--- src/rtl/mult_arbiter.sv ---
// mult_arbiter
// Round-robin arbiter and sequencer that shares one sequential multiplier
// among N_REQ requesters. Only one operand pair is in flight at a time. A
// watchdog aborts a transaction whose multiplier never reports completion.
//
// Ports
//   clk_in, rst_in      clock (rising edge), asynchronous active-high reset
//   req_valid/x/y       per-requester operand-valid and packed operands
//   req_ready           one-hot accept strobe (combinational, IDLE only)
//   mul_start/x/y       start pulse and latched operands to the multiplier
//   mul_done/product    completion pulse and result from the multiplier
//   rsp_valid           one-hot, one-cycle response strobe
//   rsp_product/err     result (0 with err=1 on timeout), held until next response
//   busy, grant_id      not-idle flag, index of current/last grant
module mult_arbiter #(
  parameter int N_REQ   = 4,
  parameter int WIDTH   = 4,
  parameter int TIMEOUT = 15
) (
  input  logic                     clk_in,
  input  logic                     rst_in,
  input  logic [N_REQ-1:0]         req_valid,
  input  logic [N_REQ*WIDTH-1:0]   req_x,
  input  logic [N_REQ*WIDTH-1:0]   req_y,
  output logic [N_REQ-1:0]         req_ready,
  output logic                     mul_start,
  output logic [WIDTH-1:0]         mul_x,
  output logic [WIDTH-1:0]         mul_y,
  input  logic                     mul_done,
  input  logic [2*WIDTH-1:0]       mul_product,
  output logic [N_REQ-1:0]         rsp_valid,
  output logic [2*WIDTH-1:0]       rsp_product,
  output logic                     rsp_err,
  output logic                     busy,
  output logic [$clog2(N_REQ)-1:0] grant_id
);

  localparam int GW = $clog2(N_REQ);

  typedef enum logic [1:0] {S_IDLE, S_ISSUE, S_WAIT, S_RESP} state_t;

  state_t             state_q, state_d;
  logic [GW-1:0]      rr_ptr_q, rr_ptr_d;
  logic [GW-1:0]      grant_id_q, grant_id_d;
  logic [WIDTH-1:0]   mul_x_q, mul_x_d;
  logic [WIDTH-1:0]   mul_y_q, mul_y_d;
  logic               mul_start_q, mul_start_d;
  logic [7:0]         cnt_q, cnt_d;
  logic [7:0]         cnt_inc;
  logic [N_REQ-1:0]   rsp_valid_q, rsp_valid_d;
  logic [2*WIDTH-1:0] rsp_product_q, rsp_product_d;
  logic               rsp_err_q, rsp_err_d;
  logic               busy_q, busy_d;

  // Round-robin search: first valid requester at or above rr_ptr, wrapping.
  logic          found;
  logic [GW-1:0] win;
  logic [GW-1:0] cand;

  always_comb begin
    // NOTE: every combinational output gets a default before any branch so
    // no path leaves it unassigned; otherwise synthesis infers a latch.
    found = 1'b0;
    win   = '0;
    cand  = '0;
    for (int i = 0; i < N_REQ; i++) begin
      cand = GW'((int'(rr_ptr_q) + i) % N_REQ);
      if (!found && req_valid[cand]) begin
        found = 1'b1;
        win   = cand;
      end
    end
  end

  assign cnt_inc = cnt_q + 8'd1;

  always_comb begin
    state_d       = state_q;
    rr_ptr_d      = rr_ptr_q;
    grant_id_d    = grant_id_q;
    mul_x_d       = mul_x_q;
    mul_y_d       = mul_y_q;
    mul_start_d   = 1'b0;
    cnt_d         = cnt_q;
    rsp_valid_d   = '0;
    rsp_product_d = rsp_product_q;
    rsp_err_d     = rsp_err_q;
    req_ready     = '0;

    case (state_q)
      S_IDLE: begin
        // Held low during reset so the accept strobe matches the reset state.
        if (found && !rst_in) begin
          req_ready[win] = 1'b1;
          mul_x_d        = req_x[int'(win)*WIDTH +: WIDTH];
          mul_y_d        = req_y[int'(win)*WIDTH +: WIDTH];
          grant_id_d     = win;
          mul_start_d    = 1'b1;   // registered: high during ISSUE
          state_d        = S_ISSUE;
        end
      end
      S_ISSUE: begin
        cnt_d   = '0;
        state_d = S_WAIT;
      end
      S_WAIT: begin
        // Completion has priority over the watchdog in the same cycle.
        if (mul_done) begin
          rsp_product_d           = mul_product;
          rsp_err_d               = 1'b0;
          rsp_valid_d[grant_id_q] = 1'b1;
          state_d                 = S_RESP;
        end else begin
          cnt_d = cnt_inc;
          if (cnt_inc == 8'(TIMEOUT)) begin
            rsp_product_d           = '0;
            rsp_err_d               = 1'b1;
            rsp_valid_d[grant_id_q] = 1'b1;
            state_d                 = S_RESP;
          end
        end
      end
      S_RESP: begin
        rr_ptr_d = (grant_id_q == GW'(N_REQ - 1)) ? '0 : grant_id_q + 1'b1;
        state_d  = S_IDLE;
      end
      default: state_d = S_IDLE;
    endcase

    busy_d = (state_d != S_IDLE);
  end

  // NOTE: sequential state uses non-blocking assignments so every flop samples
  // the pre-edge values regardless of statement order.
  always_ff @(posedge clk_in or posedge rst_in) begin
    if (rst_in) begin
      state_q       <= S_IDLE;
      rr_ptr_q      <= '0;
      grant_id_q    <= '0;
      mul_x_q       <= '0;
      mul_y_q       <= '0;
      mul_start_q   <= 1'b0;
      cnt_q         <= '0;
      rsp_valid_q   <= '0;
      rsp_product_q <= '0;
      rsp_err_q     <= 1'b0;
      busy_q        <= 1'b0;
    end else begin
      state_q       <= state_d;
      rr_ptr_q      <= rr_ptr_d;
      grant_id_q    <= grant_id_d;
      mul_x_q       <= mul_x_d;
      mul_y_q       <= mul_y_d;
      mul_start_q   <= mul_start_d;
      cnt_q         <= cnt_d;
      rsp_valid_q   <= rsp_valid_d;
      rsp_product_q <= rsp_product_d;
      rsp_err_q     <= rsp_err_d;
      busy_q        <= busy_d;
    end
  end

  assign mul_start   = mul_start_q;
  assign mul_x       = mul_x_q;
  assign mul_y       = mul_y_q;
  assign rsp_valid   = rsp_valid_q;
  assign rsp_product = rsp_product_q;
  assign rsp_err     = rsp_err_q;
  assign busy        = busy_q;
  assign grant_id    = grant_id_q;

endmodule

--- config.mk ---
export PLATFORM = sky130hd
export DESIGN_NAME = mult_arbiter
export DESIGN_NICKNAME = d
export VERILOG_FILES = /design/src/rtl/mult_arbiter.sv
export SDC_FILE = /design/constraint.sdc
export NUM_CORES = 1
export LEC_CHECK = 0
export ABC_AREA = 1
export BUFFER_PORTS_ARGS = -buffer_cell sky130_fd_sc_hd__buf_4
export CAP_MARGIN = 40
export CORE_ASPECT_RATIO = 0.5
export CORE_UTILIZATION = 50
export DETAILED_ROUTE_END_ITERATION = 6
export PLACE_DENSITY = 0.87
export RECOVER_POWER = 100
export SLEW_MARGIN = 20
export SYNTH_ARGS = -nofsm -noshare
export SYNTH_HDL_FRONTEND = slang
export SYNTH_SLANG_ARGS = --single-unit
export TNS_END_PERCENT = 20
--- constraint.sdc ---
create_clock -name clk_in -period 2.9 [get_ports clk_in]
set_clock_uncertainty 0.1 [all_clocks]
set_input_delay 0.58 -clock clk_in [delete_from_list [all_inputs] [get_ports clk_in]]
set_output_delay 0.58 -clock clk_in [all_outputs]
set_load 0.01 [all_outputs]
# [Word level (Yosys, flattened, before mapping)]
# Index checks and enable logic that the tools add are counted.
[op_classes] n_shift=2 n_addsub=5 mux=38 reduce_logical=17 n_lt_le_gt_ge=8 eq_ne=6
[ops] cell="$shiftx 16x5->4" count=2
[ops] cell="$mux 8" count=3
[ops] cell="$mux 4" count=5
[ops] cell="$lt 2x3->1 const B" count=6
[ops] cell="$mux 2" count=8
[ops] cell="$pmux 8 s2" count=1
[ops] cell="$mux 1" count=14
[ops] cell="$add 8x1->8 const B" count=1
[ops] cell="$bmux 1 s2" count=4
[ops] cell="$eq 8x4->1 const B" count=1
[ops] cell="$pmux 2 s4" count=1
[ops] cell="$eq 2x2->1 const B" count=3
[ops] cell="$logic_and 1x1->1" count=6
[ops] cell="$reduce_and 2->1" count=3
[ops] cell="$reduce_bool 2->1" count=3
[ops] cell="$add 2x1->2 const B" count=2
[ops] cell="$add 2x2->2 const B" count=2
[ops] cell="$demux 1 s2" count=2
[ops] cell="$ge 2x1->1 const B" count=2
[ops] cell="$logic_not 1->1" count=4
[ops] cell="$eq 2x1->1 const B" count=1
[ops] cell="$logic_not 2->1" count=1
[ops] cell="$ne 2x2->1 const B" count=1
[word_totals] register_bits=37 output_inout_bits=29 wordCells=87

# [Depth between registers and ports, before layout]
# Gate-level depths: netlist of the first run.
[logic_depth] word_depth=18 mapped_depth=17

# [Least setup slack after synthesis of the first run]
# OpenSTA, ideal clock, no wires.
[synth_path] kind="input port to output port" from="in rst_in" to="out req_ready[2]" n_path_buf=0 path_slack_ns=0.273 stages=7 arrival_time_ns=1.947 t_required_ns=2.220 path_cell_list="inv_1 > nand2_1 > inv_1 > nand2_1 > inv_1 > nand2_1 > nor2_1"
[synth_via] elab_chain_cells=4
[synth_rtl] element="from (decl)" line_no="21" text="input logic rst_in,"
[synth_rtl] element="$logic_not 1->1 (no source line)"
[synth_rtl] element="$logic_and 1x1->1" line_no="93" text="if (found && !rst_in) begin"
[synth_rtl] element="$mux 4" line_no="93"
[synth_rtl] element="$mux 4" line_no="90" text="case (state_q)"
[synth_rtl] element="to (decl)" line_no="25" text="output logic [N_REQ-1:0] req_ready,"
# Every way passes these cells.

# [Worst setup path in the final report of the first run]
[layout_path] from="reg rr_ptr_q[0]" to="out req_ready[0]"
[layout_via] elab_chain_cells=18 elab_cells_between_ends=33
[layout_rtl] element="from (decl)" line_no="43" text="logic [GW-1:0] rr_ptr_q, rr_ptr_d;"
[layout_rtl] element="from (signal assigned)" line_no="150" text="rr_ptr_q <= rr_ptr_d;"
[layout_rtl] element="branches (longest 16 deep; another with $lt 2x3->1)"
[layout_rtl] element="$mux 4 (*)" line_no="93"
[layout_rtl] element="$mux 4 (*)" line_no="90"
# Mark *: on every way between the ends. The select of a mux whose other input is x is not followed.

==> results of run 1 <==
cell usage in the layout (no fill, tap or decap):
master and count:
nand2_1 150, buf_4 58, dfrtp_1 36, clkbuf_1 27, inv_1 24, nor2_1 18
nand4_1 18, nand3_1 15, o21ai_0 8, nand2_2 7, clkbuf_8 7, ha_1 6
xor2_1 5, inv_2 4, o21ai_2 3, nor3_1 2, o22ai_1 2, nand3_4 2
nor2_2 2, xnor2_1 1, inv_8 1, nor2_4 1, nand2_4 1, nand3_2 1
nand3b_1 1, o21ai_1 1, clkinv_2 1, clkbuf_4 1, dfrtp_2 1, buf_6 1
state kept, by name (all words and copies together), names as in the netlist:
signal / flops
mul_start: 1
state_q: 2
rsp_err: 1
mul_y: 4
grant_id: 2
rsp_product: 8
busy: 1
rr_ptr_q: 2
mul_x: 4
cnt_q: 8
rsp_valid: 4
logic make-up after synthesis:
group | count (synthesis) | share of synthesized area [%]
AND/OR/NAND/NOR | 218 | 41.8
buffers and inverters | 39 | 8.11
flip-flops | 37 | 40.8
AO/OA/AOI/OAI | 14 | 3.70
XOR/XNOR | 6 | 2.32
adder cells (fa/ha/maj) | 6 | 3.31
per-stage QoR:
stage                     util [%]  power [mW]
final                         71.3        3.21
after global routing          71.3        3.50
after CTS                     72.4        3.21
after detailed placement      69.9        2.80
after global placement        69.9        2.73
after floorplan                  -        2.24
critical path, delay by kind of cell, from the launching register on:
family	cells	cell delay (ns)
flip-flops	1	0.49
buffers and inverters	3	0.47
AND/OR/NAND/NOR	9	0.95
what timing repair did:
item / CTS / global route
gates cloned: 0 / 0
setup buffers: 0 / 5
setup endpoints to repair: 3 / 3
hold buffers: 0 / 0
pin swaps: 0 / 5
resized for setup: 1 / 8
layer usage:
layer | vias to the layer above | GRT usage (%) | part of all wire (%)
li1 | 1173 | - | -
met1 | 1093 | 32.0 | 43
met2 | 120 | 42.5 | 48
met3 | 20 | 4.11 | 6.6
met4 | 0 | 9.31 | 2.2
met5 | - | 0 | 0
area by class of cell:
cell class	count	area, µm²
clock buffers	7	96.3
clock inverters	1	5.00
fillers	357	1180
inverters	29	116
multi-input cells	244	1170
flip-flops and latches	37	927
well taps	54	67.6
repair buffers	87	556
synth_stat cells:
master / count / area share (%)
buf_2: 6 / 1.3
buf_4: 1 / 0.33
buf_6: 1 / 0.50
buf_8: 1 / 0.66
clkbuf_1: 1 / 0.17
dfrtp_1: 37 / 41
ha_1: 6 / 3.3
inv_1: 24 / 4.0
inv_2: 4 / 0.66
inv_8: 1 / 0.50
nand2_1: 153 / 25
nand2_2: 4 / 1.1
nand2_4: 1 / 0.50
nand3_1: 15 / 3.3
nand3_2: 1 / 0.44
nand3_4: 2 / 1.5
nand3b_1: 1 / 0.33
nand4_1: 18 / 5.0
nor2_1: 20 / 3.3
nor2_4: 1 / 0.50
nor3_1: 2 / 0.44
o21ai_0: 8 / 1.8
o21ai_1: 1 / 0.22
o21ai_2: 3 / 1.2
o22ai_1: 2 / 0.55
xnor2_1: 1 / 0.39
xor2_1: 5 / 1.9
worst min path at each step:
| stage | end | slack (ns) | cells after the start |
|---|---|---|---|
| detailed placement | rsp_product[2]$_DFFE_PP0P_ | 0.36 | 2 |
| CTS | rsp_product[2]$_DFFE_PP0P_ | 0.38 | 2 |
| global route | rsp_product[5]$_DFFE_PP0P_ | 0.40 | 3 |
| global placement | rsp_product[3]$_DFFE_PP0P_ | 0.36 | 2 |
| finish | rsp_product[1]$_DFFE_PP0P_ | 0.38 | 2 |
| floorplan | cnt_q[7]$_DFFE_PP0P_ | 0.40 | 2 |
power breakdown:
group | switching [mW] | internal [mW] | total [mW]
registers | 0.139 | 0.699 | 0.838
clock network | 0.179 | 0.215 | 0.394
logic | 1.29 | 0.689 | 1.98
total | 1.61 | 1.60 | 3.21
==> results by group, run 1 <==
Placement
  • Dpl ws: 0.156 ns
  • Inst Count DP: 446
  • Port bufs: 75
  • Placed inst area: just under 0.003 mm²
  • RePlAce Congestion: approximately 0.86
  • DP HPWL: between 4000 and 5000 µm

Setup path
  • R2R Setup Slk: 0.36 ns
  • CP endpoint kind: primary output
  • WS Path Type: reg -> out
  • FF-to-FF End: mul_y[1]$_DFFE_PP0P_
  • Crit path cell chain: buf_6, nand2_1, nand2_1, nand2_2, nand2_2, nor2_4, nand3b_1, nor2_2, nor2_2, buf_4, nor3_1, buf_4
  • Worst path slowest cell: dfrtp_2
  • Worst-path maximum fanout: 6
  • Crit-path max cell delay: 0.49 ns
  • CP Capture Point: req_ready[0]
  • CP Data Required Time: 2.22 ns
  • RR Startpoint: rr_ptr_q[0]$_DFFE_PP0N_
  • Worst setup path start: rr_ptr_q[0]$_DFFE_PP0N_
  • Crit path arrival time: 2.20 ns
  • Worst reg2reg path depth: 16
  • Startpoint Class: flip-flop

Hold path
  • Hold path startpoint: rsp_product[1]$_DFFE_PP0P_
  • Hold WC Path Type: reg -> reg

Clocking
  • Clk buf depth: 2
  • Root buffer cell: clkbuf_8
  • Clock-pin slew on the worst setup and hold paths: 0.07 ns
  • H-tree levels: 2
  • CTS buffer count: 5
  • Clk_lat worst skew: about 0.28 ns
  • Num Clock Sinks: 37
  • CTS tree: yes

Synthesis
  • Synth Net Count: 373
  • Cell Area, Synth: 0.00227 mm²
  • Avg Cell Area, Syn: 7.09 µm²
  • Sequential share of the synthesized area: 40.8%
  • Syn. warnings: 0
  • Yosys cell types: 27
  • #FFs+latches synth: 37
  • Mapped Cells: 320

Global route
  • Total GRT Usage: 24.7%
  • Largest net degree at the start of global routing: 38
  • Overflow after GRT: 0
  • Vias in the first global route: 2,183
  • Antenna violations before repair: 0
  • First-pass GRT wire length: 9630 µm

Timing
  • Setup TNS: 0 ns
  • Final setup viols: 0
  • Fin worst setup slack: 0.0182 ns
  • Worst slew pin tran: 1.90 ns
  • Final worst-path cycle share: 99.4%
  • Final Max Tran Viols: 38
  • Endpoints failing hold: 0
  • Relative slew slack: -26.7%
  • Minimum clock period after layout: 2.88 ns
  • Highest clock rate: approximately 0.35 GHz
  • Hold slack: 0.376 ns

Layout
  • Non-Filler Instances: ~460
  • Final #Nets: 457
  • Ratio of cells with drive above 1 in the final layout: around 22%
  • Diodes inserted: 0
  • Final Instance Area: 0.00294 mm²
  • Area grow syn2layout: 29.6%

Power and ir drop
  • Pleak: ~1.6 nW
  • Peak supply drop: roughly 590 µV
  • PD cells: roughly 1100 mW/mm²

Outcome
  • Status: finished, violations left
  • Failing checks: capacitance limit, slew limit

Job
  • Maxcap violations: 1

Detailed routing
  • Final wirelength: 5980 µm
  • Antenna Nets Post-Route: 0
  • Vias per cell: between 5 and 6
  • Iter 0 DRT Violations: 165
  • DR WL/cell: 13.0 µm
  • DRC viols: 0
  • Drt pass-1 iters: 5
  • Via count: 2,406

Die
  • Die height: 49.6 µm
  • Row cnt: 16
  • Die ar.: 0.00483 mm²
  • Num ports: 76
  • Core Box Area: slightly above 0.004 mm²
  • Starting Density: 55.0%
  • DIE WIDTH: 97.3 µm
Power figures use the tool's default switching activity.
==> inputs of run 2 (changes only) <==
--- a/config.mk
+++ b/config.mk
@@ -13,7 +13,6 @@
 export DETAILED_ROUTE_END_ITERATION = 6
 export PLACE_DENSITY = 0.87
 export RECOVER_POWER = 100
-export SLEW_MARGIN = 20
 export SYNTH_ARGS = -nofsm -noshare
 export SYNTH_HDL_FRONTEND = slang
 export SYNTH_SLANG_ARGS = --single-unit
==> constraint.sdc (replaced) <==
create_clock -name clk_in -period 2.9 [get_ports clk_in]
set_clock_uncertainty 0.1 [all_clocks]
set_input_delay 0.435 -clock clk_in [delete_from_list [all_inputs] [get_ports clk_in]]
set_output_delay 0.435 -clock clk_in [all_outputs]
set_load 0.01 [all_outputs]
==> run 2 against run 1 <==
Compared with the run above: the flow still finishes with violations (capacitance limit, slew limit); sequential power hardly changed; non-clock buffer count fell by 3; die area unchanged; register-to-register slack improved by 0.16 ns; global-route usage is 1.0 points higher; via count is 1.1% lower; worst setup slack improved by 0.15 ns; critical path type unchanged.
==> results by group, run 2 (synthesis gave the netlist of run 1 again) <==
Detailed routing
  • Iter 0 DRT Violations: about 130
  • Via count: between 2,000 and 2,500
  • DR WL/cell: roughly 13 µm
  • Final wirelength: 6120 µm
  • Vias per cell: 5.22
  • DRC viols: 0
  • Antenna Nets Post-Route: 0
  • Drt pass-1 iters: 4

Power and ir drop
  • Pwr Total: 3.33 mW
  • Pint: 1.70 mW
  • PD cells: 1130 mW/mm²
  • Psw: 1.63 mW
  • Peak supply drop: between 500 and 600 µV
  • Clock network power share: roughly 16%
  • Sequential Power Share: between 20% and 30%
  • Comb pwr share: slightly below 60%
  • Pleak: 1.62 nW
  • Sw Ratio: 48.9%

Setup path
  • Worst-path maximum fanout: 18
  • RR Startpoint: rr_ptr_q[1]$_DFFE_PP0N_
  • Startpoint Class: flip-flop
  • CP Capture Point: req_ready[0]
  • FF-to-FF End: mul_y[2]$_DFFE_PP0P_
  • Crit path arrival time: 2.20 ns
  • CP Data Required Time: approximately 2.4 ns
  • CP endpoint kind: primary output
  • Worst setup path start: rr_ptr_q[1]$_DFFE_PP0N_
  • R2R Setup Slk: around 0.52 ns
  • Worst reg2reg path depth: 16
  • WS Path Type: reg -> out

Hold path
  • Hold WC Path Type: in -> reg

Timing
  • Endpoints failing hold: 0
  • Relative slew slack: -29.2%
  • Final Max Tran Viols: 38
  • Final setup viols: 0
  • Highest clock rate: 0.366 GHz
  • Final worst-path cycle share: 94.3%
  • Worst slew pin tran: 1.94 ns
  • Minimum clock period after layout: 2.74 ns

Die
  • Core Box Area: 0.00412 mm²
  • DIE WIDTH: 97.3 µm
  • Die height: 49.6 µm
  • Die ar.: 0.00483 mm²
  • Row cnt: 16
  • Num ports: 76
  • Starting Density: 55.0%

Placement
  • RePlAce Congestion: 0.927
  • Inst Count DP: 443
  • DP HPWL: 4400 µm
  • Port bufs: 75

Layout
  • Final #Nets: 454
  • Area grow syn2layout: 29.3%
  • Most frequent cells in the layout: nand2_1 (153), buf_4 (55), dfrtp_1 (36)
  • Diodes inserted: 0
  • Ratio of cells with drive above 1 in the final layout: a little over a fifth
  • Commonest non-fill, non-tap cell in the layout: nand2_1
  • Non-Filler Instances: 456

Global route
  • First-pass GRT wire length: 9950 µm
  • Overflow after GRT: 0
  • Largest net degree at the start of global routing: 38
  • Antenna violations before repair: 0
  • Total GRT Usage: 25.8%
  • Vias in the first global route: 2,211

Clocking
  • CTS tree: yes
  • Clk buf depth: 2
  • # hold bufs at CTS: 0
  • CTS buffer count: 5
  • Clock-pin slew on the worst setup and hold paths: around 0.080 ns
  • Root buffer cell: clkbuf_8
  • Num Clock Sinks: 37
  • Clk_lat worst skew: around 0.29 ns
  • H-tree levels: 2

Outcome
  • Status: finished, violations left
  • Failing checks: capacitance limit, slew limit

Job
  • Maxcap violations: 1
[run 2: cell count changes in the layout (fill, tap and decap cells not counted)]
cell       change
buf_4          -3
nand2_1        +3
nand2_2        -3
bufinv_16      +2
clkbuf_8       -2
buf_6          -1
clkbuf_1       +1
inv_1          -1
inv_4          +1
nor2_1         +1
nor2_2         -1
[run 2: worst min-delay path by stage]
stage                          startpoint                    endpoint  cells after the start
3_5_place_dp   rsp_product[1]$_DFFE_PP0P_  rsp_product[1]$_DFFE_PP0P_                      2
5_1_grt                    mul_product[4]  rsp_product[4]$_DFFE_PP0P_                      3
4_1_cts                            rst_in  rsp_product[7]$_DFFE_PP0P_                      3
2_1_floorplan        cnt_q[7]$_DFFE_PP0P_        cnt_q[7]$_DFFE_PP0P_                      2
6_report                   mul_product[5]  rsp_product[5]$_DFFE_PP0P_                      3
3_3_place_gp   rsp_product[2]$_DFFE_PP0P_  rsp_product[2]$_DFFE_PP0P_                      2
[run 2: per-layer routing]
layer	GRT usage (%)	up-vias	routed length, µm
met5	0	-	0
met4	8.82	0	184
met3	5.25	22	405
met2	44.5	112	2900
met1	32.8	1073	2630
li1	-	1173	-
[run 2: stage by stage]
| step | worst slack (ns) | TNS (ns) | hold slack, ns | util [%] | cell area, µm² |
|---|---|---|---|---|---|
| 2_1_floorplan | 0.563 | 0 | 0.397 | - | 2270 |
| 3_3_place_gp | 0.432 | 0 | 0.356 | 69.4 | 2860 |
| 3_5_place_dp | 0.242 | 0 | 0.361 | 69.4 | 2860 |
| 4_1_cts | 0.114 | 0 | 0.241 | 72.7 | 3000 |
| 5_1_grt | -0.00533 | -0.00533 | 0.237 | 71.1 | 2930 |
| 6_report | 0.165 | 0 | 0.245 | 71.1 | 2930 |
[run 2: cell type report]
| type | instances | area (µm²) |
|---|---|---|
| Tap cell | 54 | 67.6 |
| Fill cell | 346 | 1190 |
| Timing Repair Buffer | 84 | 526 |
| Clock inverter | 3 | 65.1 |
| Clock buffer | 5 | 68.8 |
| Multi-Input combinational cell | 244 | 1160 |
| Inverter | 29 | 119 |
| Sequential cell | 37 | 927 |
[run 2: critical path: stages, from the launching register on]
cell	delay [ns]
dfrtp_1	0.46
inv_2	0.14
nand2_2	0.08
nand2_2	0.12
nand2_1	0.09
nand2_1	0.09
nand2_1	0.11
nand2_1	0.12
nand2_4	0.15
nand3_4	0.15
inv_2	0.05
nor3_1	0.17
clkbuf_1	0.19
[run 2: power by group through the flow]
stage                     combinational [mW]  sequential [mW]  clock, mW
after detailed placement                1.93            0.849          0
after global routing                    2.18            0.864      0.563
final                                   1.96            0.841      0.528
after floorplan                         1.37            0.873          0
after global placement                  1.85            0.840          0
after CTS                               1.95            0.844      0.532
[run 2: what timing repair did]
action | in CTS | in global routing
buffers inserted | 0 | 5
gates resized for setup | 2 | 2
pin swaps | 0 | 2
setup endpoints to repair | 3 | 4
